File: config.mk
export PLATFORM = sky130hd
export DESIGN_NAME = uart_tx_arbiter
export DESIGN_NICKNAME = d
export VERILOG_FILES = /design/src/rtl/uart_pkg.sv /design/src/rtl/uart_tx_arbiter_rr_pick.sv /design/src/rtl/uart_tx_arbiter.sv
export SDC_FILE = /design/constraint.sdc
export NUM_CORES = 1
export LEC_CHECK = 0
export ABC_AREA = 1
export CAP_MARGIN = 30
export CORE_MARGIN = 4
export CORE_UTILIZATION = 45
export DETAILED_ROUTE_END_ITERATION = 7
export GPL_TIMING_DRIVEN = 0
export MAX_ROUTING_LAYER = met4
export PLACE_DENSITY = 0.95
export SETUP_SLACK_MARGIN = 0.1
export SLEW_MARGIN = 15
export SYNTH_ARGS = -nofsm -noshare
export SYNTH_HDL_FRONTEND = slang
export SYNTH_SLANG_ARGS = --single-unit
File: constraint.sdc
create_clock -name clk -period 2.8 [get_ports clk]
set_clock_uncertainty 0.1 [all_clocks]
set_input_delay 0.56 -clock clk [delete_from_list [all_inputs] [get_ports clk]]
set_output_delay 0.56 -clock clk [all_outputs]
set_load 0.05 [all_outputs]
File: src/rtl/uart_pkg.sv
// ============================================================================
//  Module : uart_pkg
//  Brief  : Shared UART types and constants: arbiter state encoding,
//           frame delimiters and the default per-byte stall limit.
//  Rev    : 1.0  initial release
// ============================================================================
`default_nettype none

package uart_pkg;

    typedef enum logic [1:0] {
        IDLE = 2'd0,
        SEND = 2'd1,
        XMIT = 2'd2,
        WAIT = 2'd3
    } arb_state_t;

    localparam logic [7:0] DELIM1 = 8'hAA;
    localparam logic [7:0] DELIM2 = 8'h55;

    // One byte time at 50 MHz is far shorter; this is a 20.8 ms stall limit.
    localparam int unsigned DEF_TIMEOUT_CYC = 1041666;

endpackage

`default_nettype wire

File: src/rtl/uart_tx_arbiter_rr_pick.sv
// ============================================================================
//  Module : rr_pick
//  Brief  : Combinational round-robin picker. Searches i_req from i_ptr
//           upward with wrap; returns a one-hot winner and its index.
//  Rev    : 1.0  initial release
// ============================================================================
`default_nettype none

module rr_pick #(
    parameter  int NUM_REQ = 2,
    localparam int IW      = (NUM_REQ > 1) ? $clog2(NUM_REQ) : 1
) (
    input  logic [NUM_REQ-1:0] i_req,
    input  logic [IW-1:0]      i_ptr,
    output logic [NUM_REQ-1:0] o_gnt,
    output logic [IW-1:0]      o_idx,
    output logic               o_any
);

    int          w_cand;
    logic [IW-1:0] w_cand_idx;

    always_comb begin
        o_gnt      = '0;
        o_idx      = '0;
        o_any      = 1'b0;
        w_cand     = 0;
        w_cand_idx = '0;
        for (int i = 0; i < NUM_REQ; i++) begin
            w_cand = int'(i_ptr) + i;
            if (w_cand >= NUM_REQ) begin
                w_cand = w_cand - NUM_REQ;
            end
            w_cand_idx = w_cand[IW-1:0];
            if (!o_any && i_req[w_cand_idx]) begin
                o_any             = 1'b1;
                o_gnt[w_cand_idx] = 1'b1;
                o_idx             = w_cand_idx;
            end
        end
    end

endmodule

`default_nettype wire

File: src/rtl/uart_tx_arbiter.sv
// ============================================================================
//  Module : uart_tx_arbiter
//  Brief  : Frame-atomic round-robin arbiter sharing one UART_tx between
//           NUM_REQ byte-stream sources. Optional stall timeout under
//           `ARB_TIMEOUT_EN` (default build: no timeout, abort tied low).
//  Rev    : 1.0  initial release
// ============================================================================
`default_nettype none

module uart_tx_arbiter
    import uart_pkg::*;
#(
    parameter int          NUM_REQ     = 2,
    parameter int unsigned TIMEOUT_CYC = DEF_TIMEOUT_CYC
) (
    input  logic                 clk,
    input  logic                 rst,
    input  logic [NUM_REQ-1:0]   req_vld,
    input  logic [8*NUM_REQ-1:0] req_data,
    input  logic [NUM_REQ-1:0]   req_last,
    output logic [NUM_REQ-1:0]   req_ack,
    output logic [NUM_REQ-1:0]   grant,
    output logic                 busy,
    output logic                 trmt,
    output logic [7:0]           tx_data,
    input  logic                 tx_done,
    output logic                 abort
);

    localparam int            c_iw       = (NUM_REQ > 1) ? $clog2(NUM_REQ) : 1;
    localparam logic [c_iw-1:0] c_last_idx = c_iw'(NUM_REQ - 1);

    if (NUM_REQ < 1 || NUM_REQ > 8) begin : g_num_req_chk
        $error("NUM_REQ must be in 1..8");
    end
    if (TIMEOUT_CYC < 2) begin : g_timeout_chk
        $error("TIMEOUT_CYC must be at least 2");
    end

    arb_state_t        r_state;
    logic [NUM_REQ-1:0] r_grant;
    logic [c_iw-1:0]   r_gidx;
    logic [c_iw-1:0]   r_rr_ptr;
    logic              r_last;
    logic              r_trmt;
    logic [7:0]        r_tx_data;

    logic [NUM_REQ-1:0] w_pick_gnt;
    logic [c_iw-1:0]    w_pick_idx;
    logic               w_pick_any;
    logic               w_vld_g;
    logic [7:0]         w_data_g;
    logic               w_last_g;
    logic [c_iw-1:0]    w_next_ptr;

    rr_pick #(
        .NUM_REQ (NUM_REQ)
    ) u_rr_pick (
        .i_req (req_vld),
        .i_ptr (r_rr_ptr),
        .o_gnt (w_pick_gnt),
        .o_idx (w_pick_idx),
        .o_any (w_pick_any)
    );

    assign w_vld_g    = req_vld[r_gidx];
    assign w_data_g   = req_data[r_gidx*8 +: 8];
    assign w_last_g   = req_last[r_gidx];
    // The owner just served drops to lowest priority for the next frame.
    assign w_next_ptr = (r_gidx == c_last_idx) ? '0 : r_gidx + 1'b1;

`ifdef ARB_TIMEOUT_EN
    localparam int              c_cw     = $clog2(TIMEOUT_CYC);
    localparam logic [c_cw-1:0] c_to_max = c_cw'(TIMEOUT_CYC - 1);

    logic [c_cw-1:0] r_stall;
    logic            r_abort;

    always_ff @(posedge clk or posedge rst) begin
        if (rst) begin
            r_state   <= IDLE;
            r_grant   <= '0;
            r_gidx    <= '0;
            r_rr_ptr  <= '0;
            r_last    <= 1'b0;
            r_trmt    <= 1'b0;
            r_tx_data <= 8'h00;
            r_stall   <= '0;
            r_abort   <= 1'b0;
        end else begin
            r_trmt  <= 1'b0;
            r_abort <= 1'b0;
            case (r_state)
                IDLE: if (w_pick_any) begin
                    r_grant <= w_pick_gnt;
                    r_gidx  <= w_pick_idx;
                    r_stall <= '0;
                    r_state <= SEND;
                end
                SEND: if (w_vld_g) begin
                    r_tx_data <= w_data_g;
                    r_last    <= w_last_g;
                    r_trmt    <= 1'b1;
                    r_state   <= XMIT;
                end else if (r_stall == c_to_max) begin
                    r_abort  <= 1'b1;
                    r_grant  <= '0;
                    r_rr_ptr <= w_next_ptr;
                    r_state  <= IDLE;
                end else begin
                    r_stall <= r_stall + 1'b1;
                end
                XMIT: r_state <= WAIT;
                WAIT: if (tx_done) begin
                    if (r_last) begin
                        r_grant  <= '0;
                        r_rr_ptr <= w_next_ptr;
                        r_state  <= IDLE;
                    end else begin
                        r_stall <= '0;
                        r_state <= SEND;
                    end
                end
                default: r_state <= IDLE;
            endcase
        end
    end

    assign abort = r_abort;
`else
    always_ff @(posedge clk or posedge rst) begin
        if (rst) begin
            r_state   <= IDLE;
            r_grant   <= '0;
            r_gidx    <= '0;
            r_rr_ptr  <= '0;
            r_last    <= 1'b0;
            r_trmt    <= 1'b0;
            r_tx_data <= 8'h00;
        end else begin
            r_trmt <= 1'b0;
            case (r_state)
                IDLE: if (w_pick_any) begin
                    r_grant <= w_pick_gnt;
                    r_gidx  <= w_pick_idx;
                    r_state <= SEND;
                end
                SEND: if (w_vld_g) begin
                    r_tx_data <= w_data_g;
                    r_last    <= w_last_g;
                    r_trmt    <= 1'b1;
                    r_state   <= XMIT;
                end
                XMIT: r_state <= WAIT;
                WAIT: if (tx_done) begin
                    if (r_last) begin
                        r_grant  <= '0;
                        r_rr_ptr <= w_next_ptr;
                        r_state  <= IDLE;
                    end else begin
                        r_state <= SEND;
                    end
                end
                default: r_state <= IDLE;
            endcase
        end
    end

    assign abort = 1'b0;
`endif

    // The ack is combinational so the source can advance on the same edge
    // that latches its byte into tx_data.
    always_comb begin
        req_ack = '0;
        if (r_state == SEND && w_vld_g) begin
            req_ack = r_grant;
        end
    end

    assign grant   = r_grant;
    assign busy    = (r_state != IDLE);
    assign trmt    = r_trmt;
    assign tx_data = r_tx_data;

endmodule

`default_nettype wire

After elaboration in Yosys (flattened, before gate mapping) --
Cells that the tools add are included.
Word-level totals: register bits after elaboration 16, bits of input ports 23, output and inout port bits 15
Operators by class: add/sub/neg operators 4, shift operators 1, eq/ne operators 7, order comparisons 7, mux-type cells 33, reduce and logical (&&, ||, !) cells 13, bitwise logic cells 1
Operators with widths (number):
- $mux 1 | 20
- $mux 2 | 9
- $shiftx 16x5->8 | 1
- $pmux 2 s4 | 1
- $lt 1x2->1 const B | 3
- $ne 2x2->1 const B | 3
- $reduce_and 3->1 | 2
- $eq 2x2->1 const B | 2
- $logic_and 1x1->1 | 4
- $pmux 2 s2 | 1
- $reduce_and 2->1 | 2
- $reduce_and 4->1 | 1
- $reduce_bool 2->1 | 2
- $add 1x1->2 const B | 1
- $demux 1 s1 | 2
- $eq 2x1->1 const B | 1
- $ge 1x1->1 const B | 2
- $ge 1x2->1 const B | 1
- $ge 2x2->1 const B | 1
- $logic_not 2->1 | 1
- $ne 2x1->1 const B | 1
- $or 2x2->2 | 1
- $sub 1x1->1 const B | 2
- $add 1x1->1 const B | 1
- $logic_not 1->1 | 1

Logic depth before layout (Yosys ltp) --
Gate-level depths: netlist of run 1.
depth after elaboration 11, mapped depth 9, gate-level depth less buffers 8

Hierarchy --
A second synthesis of run 1 with hierarchy kept.
Unflattened totals: cells, all modules 119, area, all modules 944.7 µm²
By module, submodules not included:
- uart_tx_arbiter | cells each 112, instances 1, area each 914.6 µm²
- rr_pick | cells each 7, instances 1, area each 30.0 µm²

Worst setup path after synthesis of run 1 --
Ideal clock, no wire load.
path kind input to output, start point in req_vld[1], end point out req_ack[0], arrival time 1.551 ns, buffers on the path 1, required time 2.140 ns, setup slack 0.589 ns, stages on the path 5, cell sequence nand2_1 nand2_1 nand2_2 buf_4 nor2_1
On the way: word-level cells in the longest chain between the ends 4
RTL lines:
- start, declared | line uart_tx_arbiter.sv:18 | input logic [NUM_REQ-1:0] req_vld,
- $mux 1 (implied by the code) (2 in a row) | line uart_tx_arbiter.sv:66 | assign w_vld_g = req_vld[r_gidx];
- $logic_and 1x1->1 | line uart_tx_arbiter.sv:176 | if (r_state == SEND && w_vld_g) begin
- $mux 2 | line uart_tx_arbiter.sv:176
- end, declared | line uart_tx_arbiter.sv:21 | output logic [NUM_REQ-1:0] req_ack,
Every way passes these cells. The select of a mux whose other input is x is not followed.

Final worst setup path of run 1 --
Same ends and word-level chain as after synthesis.

==> metrics.txt, run 1 <==
CTS buffer count=3; clock sink count=16; Crit Reg-Reg Endpoint=r_state[0]; Starting Density=49.6%; CP max FO=10; sequential share of the synthesized area=44.4%; routed len/inst=12.9 microns; vias per cell=4.84; core box area=1820 sq um; setup TNS=0 ns; Synth Instances=116; r2r startpoint=r_state[0]; IO Pins=38; MaxCap Viol Count=0; largest net degree at the start of global routing=17; status=complete, no violations; mean post-synth cell area=7.78 sq um; vias in the first global route=885; pwr/cell area=1160 nW/um^2; final hold vios=0; r2r setup slk=1.33 ns; Worst Setup SP=req_vld[1]; grt ovf=0; Clock Latency Late Sink=0.28 ns; Worst slew margin=60.3%; Rows=15; DRC Markers=0; Routed Wire Length=2340 microns; CTS H-tree lvls=1; Root Driver=clkbuf_4; Peak VDD IR=0.000742 V; Yosys cell types=18; Final period util=91.8%; initial antenna violation count=0; initial drt markers=14; fmax=389 MHz; Setup CP Type=input pin to output port; pre-CTS WS=-0.313 ns; Syn. warnings=0; worst slew pin tran=0.595 ns; Max Buffers Root-to-Sink=2; area grow syn2layout=46.6%; DR pass1 iterations=4; Area after DPL=1290 sq um; Register Area=400 sq um; layout cell share with drive strength beyond 1=16.7%; post-route cell area=1320 sq um; IO buf count=36; total vias in the final route=876; die height=52.8 microns; Hold Path Class=register to register; die outline area=2790 sq um; Setup crit end=req_ack[0]; Mapped Area=902 sq um; Worst EP arrival=1.91 ns; Final ANT Viol Nets=0; Total GRT Usage=19.4%; Reg2Reg Depth=8; filler cell count=147; global-route wire length before repair=3850 microns; highest-count cells in the layout ignoring fill and taps=33 x clkdlybuf4s50_1, 29 x nand2_1, 16 x o21ai_0, 16 x dfrtp_1, 11 x inv_1; final setup margin=0.230 ns; Reg clk slew, reported paths=0.10 ns; RSZ-0062 raised after global routing=false; post-DP HPWL=1890 microns; Hold Path Cell Cnt=2; CTS tree=done; final-stage net count=183; ANT cells=0; final max-slew violation count=0; Critical Path Source Type=input pin; commonest non-fill, non-tap cell in the layout=clkdlybuf4s50_1; crit end category=output port; net count after synthesis=142; Multi-input gate area=418 sq um; Yosys reg bits=16; final worst path period need=2.57 ns; Req. time, crit path=2.14 ns; Final setup viols=0; leakage power=0.646 nW; Die Width=52.8 microns; GPL Wtd Cong=0.821
-- critical path, cell delays in order --
cell,delay (ns)
clkdlybuf4s50_1,0.54
nand2_1,0.09
nand2_1,0.09
nand2_2,0.07
buf_4,0.17
nor2_1,0.10
buf_2,0.28
-- flip-flops by register name (all words and copies together), names as in the netlist --
register,cells
r_last,1
grant,2
r_rr_ptr,1
r_gidx,1
r_state,2
tx_data,8
trmt,1
-- synth_stat cells (all sizes together) --
| cell type | instances | share of area [%] |
|---|---|---|
| a21oi | 2 | 1.5 |
| buf | 4 | 3.7 |
| clkbuf | 1 | 0.55 |
| conb | 1 | 0.42 |
| dfrtp | 16 | 44 |
| ha | 3 | 4.2 |
| inv | 12 | 5.0 |
| nand2 | 31 | 13 |
| nand3 | 7 | 3.9 |
| nor2 | 6 | 2.5 |
| o21ai | 24 | 14 |
| or2 | 9 | 6.2 |
-- report_power, final --
group,leakage (nW),switching [mW],internal (mW)
registers,0.200,0.0769,0.341
logic,0.425,0.614,0.343
clock network,0.0210,0.0747,0.0790
-- kinds of logic after synthesis --
family / share of synthesized area (%)
and+or+nand+nor: 26.1
adders and majority gates: 4.16
AOI/OAI and AO/OA: 15.7
DFF: 44.4
other: 0.416
buffers and inverters: 9.29
-- metal layers --
layer	routed length, microns	track usage [%]	up-vias
met4	5	5.11	0
li1	-	-	445
met5	0	-	-
met3	75	2.85	2
met2	1280	34.9	21
met1	978	22.3	408
-- worst min path at each step --
| stage | end | start | slack, ns |
|---|---|---|---|
| floorplan | grant[0] | rst | 0.37 |
| global placement | tx_data[0] | tx_data[0] | 0.36 |
| detailed placement | tx_data[0] | tx_data[0] | 0.37 |
| CTS | tx_data[7] | tx_data[7] | 0.40 |
| global route | tx_data[7] | tx_data[7] | 0.42 |
| finish | tx_data[7] | tx_data[7] | 0.40 |
-- metrics by stage --
step | util [%] | hold slack [ns] | power, mW | instances
finish | 72.6 | 0.401 | 1.53 | 181
global route | 72.6 | 0.418 | 1.66 | 181
CTS | 73.2 | 0.401 | 1.54 | 181
detailed placement | 71.1 | 0.371 | 1.39 | 177
global placement | 71.1 | 0.364 | 1.35 | 177
floorplan | - | 0.370 | 1.09 | 116
-- final cells by class --
class / instances / share of cell area, %
clock buffer: 4 / 2.74
timing repair buffer: 36 / 26.7
buffer: 5 / 2.93
tap: 25 / 2.37
sequential: 16 / 30.3
multi-input combinational: 83 / 31.6
inverter: 12 / 3.41
-- repair_timing --
item / in CTS / in global routing
hold buffers: 0 / 0
gates resized for setup: 6 / 5
setup buffers: 0 / 0
endpoints found under the setup margin: 2 / 3
Note: power is estimated with default switching activity, not from simulation.
==> inputs of run 2 (changes only) <==
Settings changed: SKIP_CTS_REPAIR_TIMING set to 1.
==> run 2 against run 1 <==
  * Sequential power barely moved
  * Clock power barely moved
  * Core utilization did not move
  * Clock-buffer cell count did not move
  * Worst hold slack got worse by 0.00095 ns
  * Sequential share of layout area did not move
  * Register-to-register slack barely moved
  * Final cell count did not move
==> metrics.txt, run 2 (synthesis results as in run 1) <==
layout cell share with drive strength beyond 1=16.7% (unchanged); CTS tree=done (unchanged); initial antenna violation count=0 (unchanged); Worst slew margin=60.5% (was 60.3%); switching power=0.769 mW (was 0.766 mW); Routed Wire Length=2350 microns (was 2340 microns); Hold Crit Start=tx_data[7] (unchanged); RSZ-0062 raised after global routing=false (unchanged); initial drt markers=12 (was 14); ANT cells=0 (unchanged); vias in the first global route=885 (unchanged); Clock Latency Late Sink=0.28 ns (about the same); Starting Density=49.6% (unchanged); die height=52.8 microns (unchanged); Final setup viols=0 (unchanged); pwr/cell area=1160 nW/um^2 (about the same); highest-count cells in the layout ignoring fill and taps=33 x clkdlybuf4s50_1, 29 x nand2_1, 16 x o21ai_0, 16 x dfrtp_1, 11 x inv_1 (unchanged); Power Total=1.53 mW (about the same); Hold Path Class=register to register (unchanged); Die Width=52.8 microns (unchanged); Area after DPL=1290 sq um (unchanged); pre-CTS WS=-0.313 ns (unchanged); Critical Path Source Type=input pin (unchanged); final max-slew violation count=0 (unchanged); global-route wire length before repair=3900 microns (was 3850 microns); vias per cell=4.88 (was 4.84); total vias in the final route=883 (was 876); GPL Wtd Cong=0.821 (unchanged); Post-Place Cells=177 (unchanged); Max Buffers Root-to-Sink=2 (unchanged); Largest register FFs=8 (unchanged); CTS H-tree lvls=1 (unchanged); Non-Filler Instances=181 (unchanged); core box area=1820 sq um (unchanged); worst slew pin tran=0.592 ns (was 0.595 ns); Root Driver=clkbuf_4 (unchanged); Final ANT Viol Nets=0 (unchanged); IO Pins=38 (unchanged); Multi-input gate area=418 sq um (unchanged); routed len/inst=13.0 microns (was 12.9 microns); die outline area=2790 sq um (unchanged); Sw Ratio=50.2% (was 50.1%); post-DP HPWL=1890 microns (unchanged); Final period util=92.7% (was 91.8%); DRC Markers=0 (unchanged); Req. time, crit path=2.14 ns (about the same); clock sink count=16 (unchanged); commonest non-fill, non-tap cell in the layout=clkdlybuf4s50_1 (unchanged); Gate power share=62.6% (about the same); Seq pwr share=27.2% (was 27.3%); CTS buffer count=3 (unchanged); fmax=385 MHz (was 389 MHz); final-stage net count=183 (unchanged); post-route cell area=1320 sq um (unchanged); final setup margin=0.203 ns (was 0.230 ns); largest net degree at the start of global routing=17 (unchanged); grt ovf=0 (unchanged); Reg clk slew, reported paths=0.10 ns (about the same); Worst Setup SP=req_vld[1] (unchanged); Internal=0.762 mW (was 0.763 mW); status=complete, no violations (unchanged); leakage power=0.644 nW (was 0.646 nW); filler cell count=145 (was 147); CP max FO=10 (unchanged); area grow syn2layout=46.6% (unchanged); Peak VDD IR=0.000744 V (was 0.000742 V); fin util=72.6% (unchanged); Setup CP Type=input pin to output port (unchanged); IO buf count=36 (unchanged); final worst path period need=2.60 ns (was 2.57 ns); Rows=15 (unchanged); final hold vios=0 (unchanged); DR pass1 iterations=4 (unchanged); crit end category=output port (unchanged); Clk pwr share=10.2% (was 10.1%); Total GRT Usage=19.6% (was 19.4%); r2r startpoint=r_state[0] (unchanged); MaxCap Viol Count=0 (unchanged); Worst EP arrival=1.94 ns (was 1.91 ns); Register Area=400 sq um (unchanged)
-- run 2: stage by stage --
stage	hold slack, ns	TNS (ns)
final	0.400	0
after CTS	0.401	-0.624
after detailed placement	0.371	-0.612
after floorplan	0.370	0
after global routing	0.418	0
after global placement	0.364	-0.487
-- run 2: power by group through the flow --
stage / Combinational (mW) / Clock, mW / Sequential [mW]
after floorplan: 0.429 / 0 / 0.660
after global placement: 0.940 / 0 / 0.412
after detailed placement: 0.969 / 0 / 0.422
after CTS: 0.973 / 0.155 / 0.418
after global routing: 1.05 / 0.171 / 0.436
final: 0.959 / 0.156 / 0.417
-- run 2: worst max-delay path, cell delays in order --
cell and delay [ns]:
clkdlybuf4s50_1 0.54, nand2_1 0.09, nand2_1 0.09, nand2_2 0.07, buf_4 0.17, nor2_1 0.11, clkbuf_2 0.30
-- run 2: final cells by class --
| class | instances | share of cell area [%] |
|---|---|---|
| Inverter | 12 | 3.41 |
| Multi-Input combinational cell | 83 | 31.6 |
| Buffer | 5 | 2.93 |
| Timing Repair Buffer | 36 | 26.7 |
| Tap cell | 25 | 2.37 |
| Clock buffer | 4 | 2.74 |
| Sequential cell | 16 | 30.3 |
-- run 2: path summary, 6_finish.rpt --
check,to,slack [ns],cells after the start
max,req_ack[0],0.20,7
min,tx_data[7],0.40,2
max reg2reg,r_state[0],1.32,8
min reg2reg,tx_data[7],0.40,2
max in group asynchronous,r_gidx,1.68,2
min in group asynchronous,tx_data[2],0.54,2
-- run 2: layer usage --
metal  global-route usage, %  vias to the layer above  share of wire [%]
met5                       -                        -                  0
met4                    5.11                        0               0.21
met3                    2.85                        2                4.1
met2                    35.5                       23                 55
met1                    22.5                      412                 41
li1                        -                      446                  -
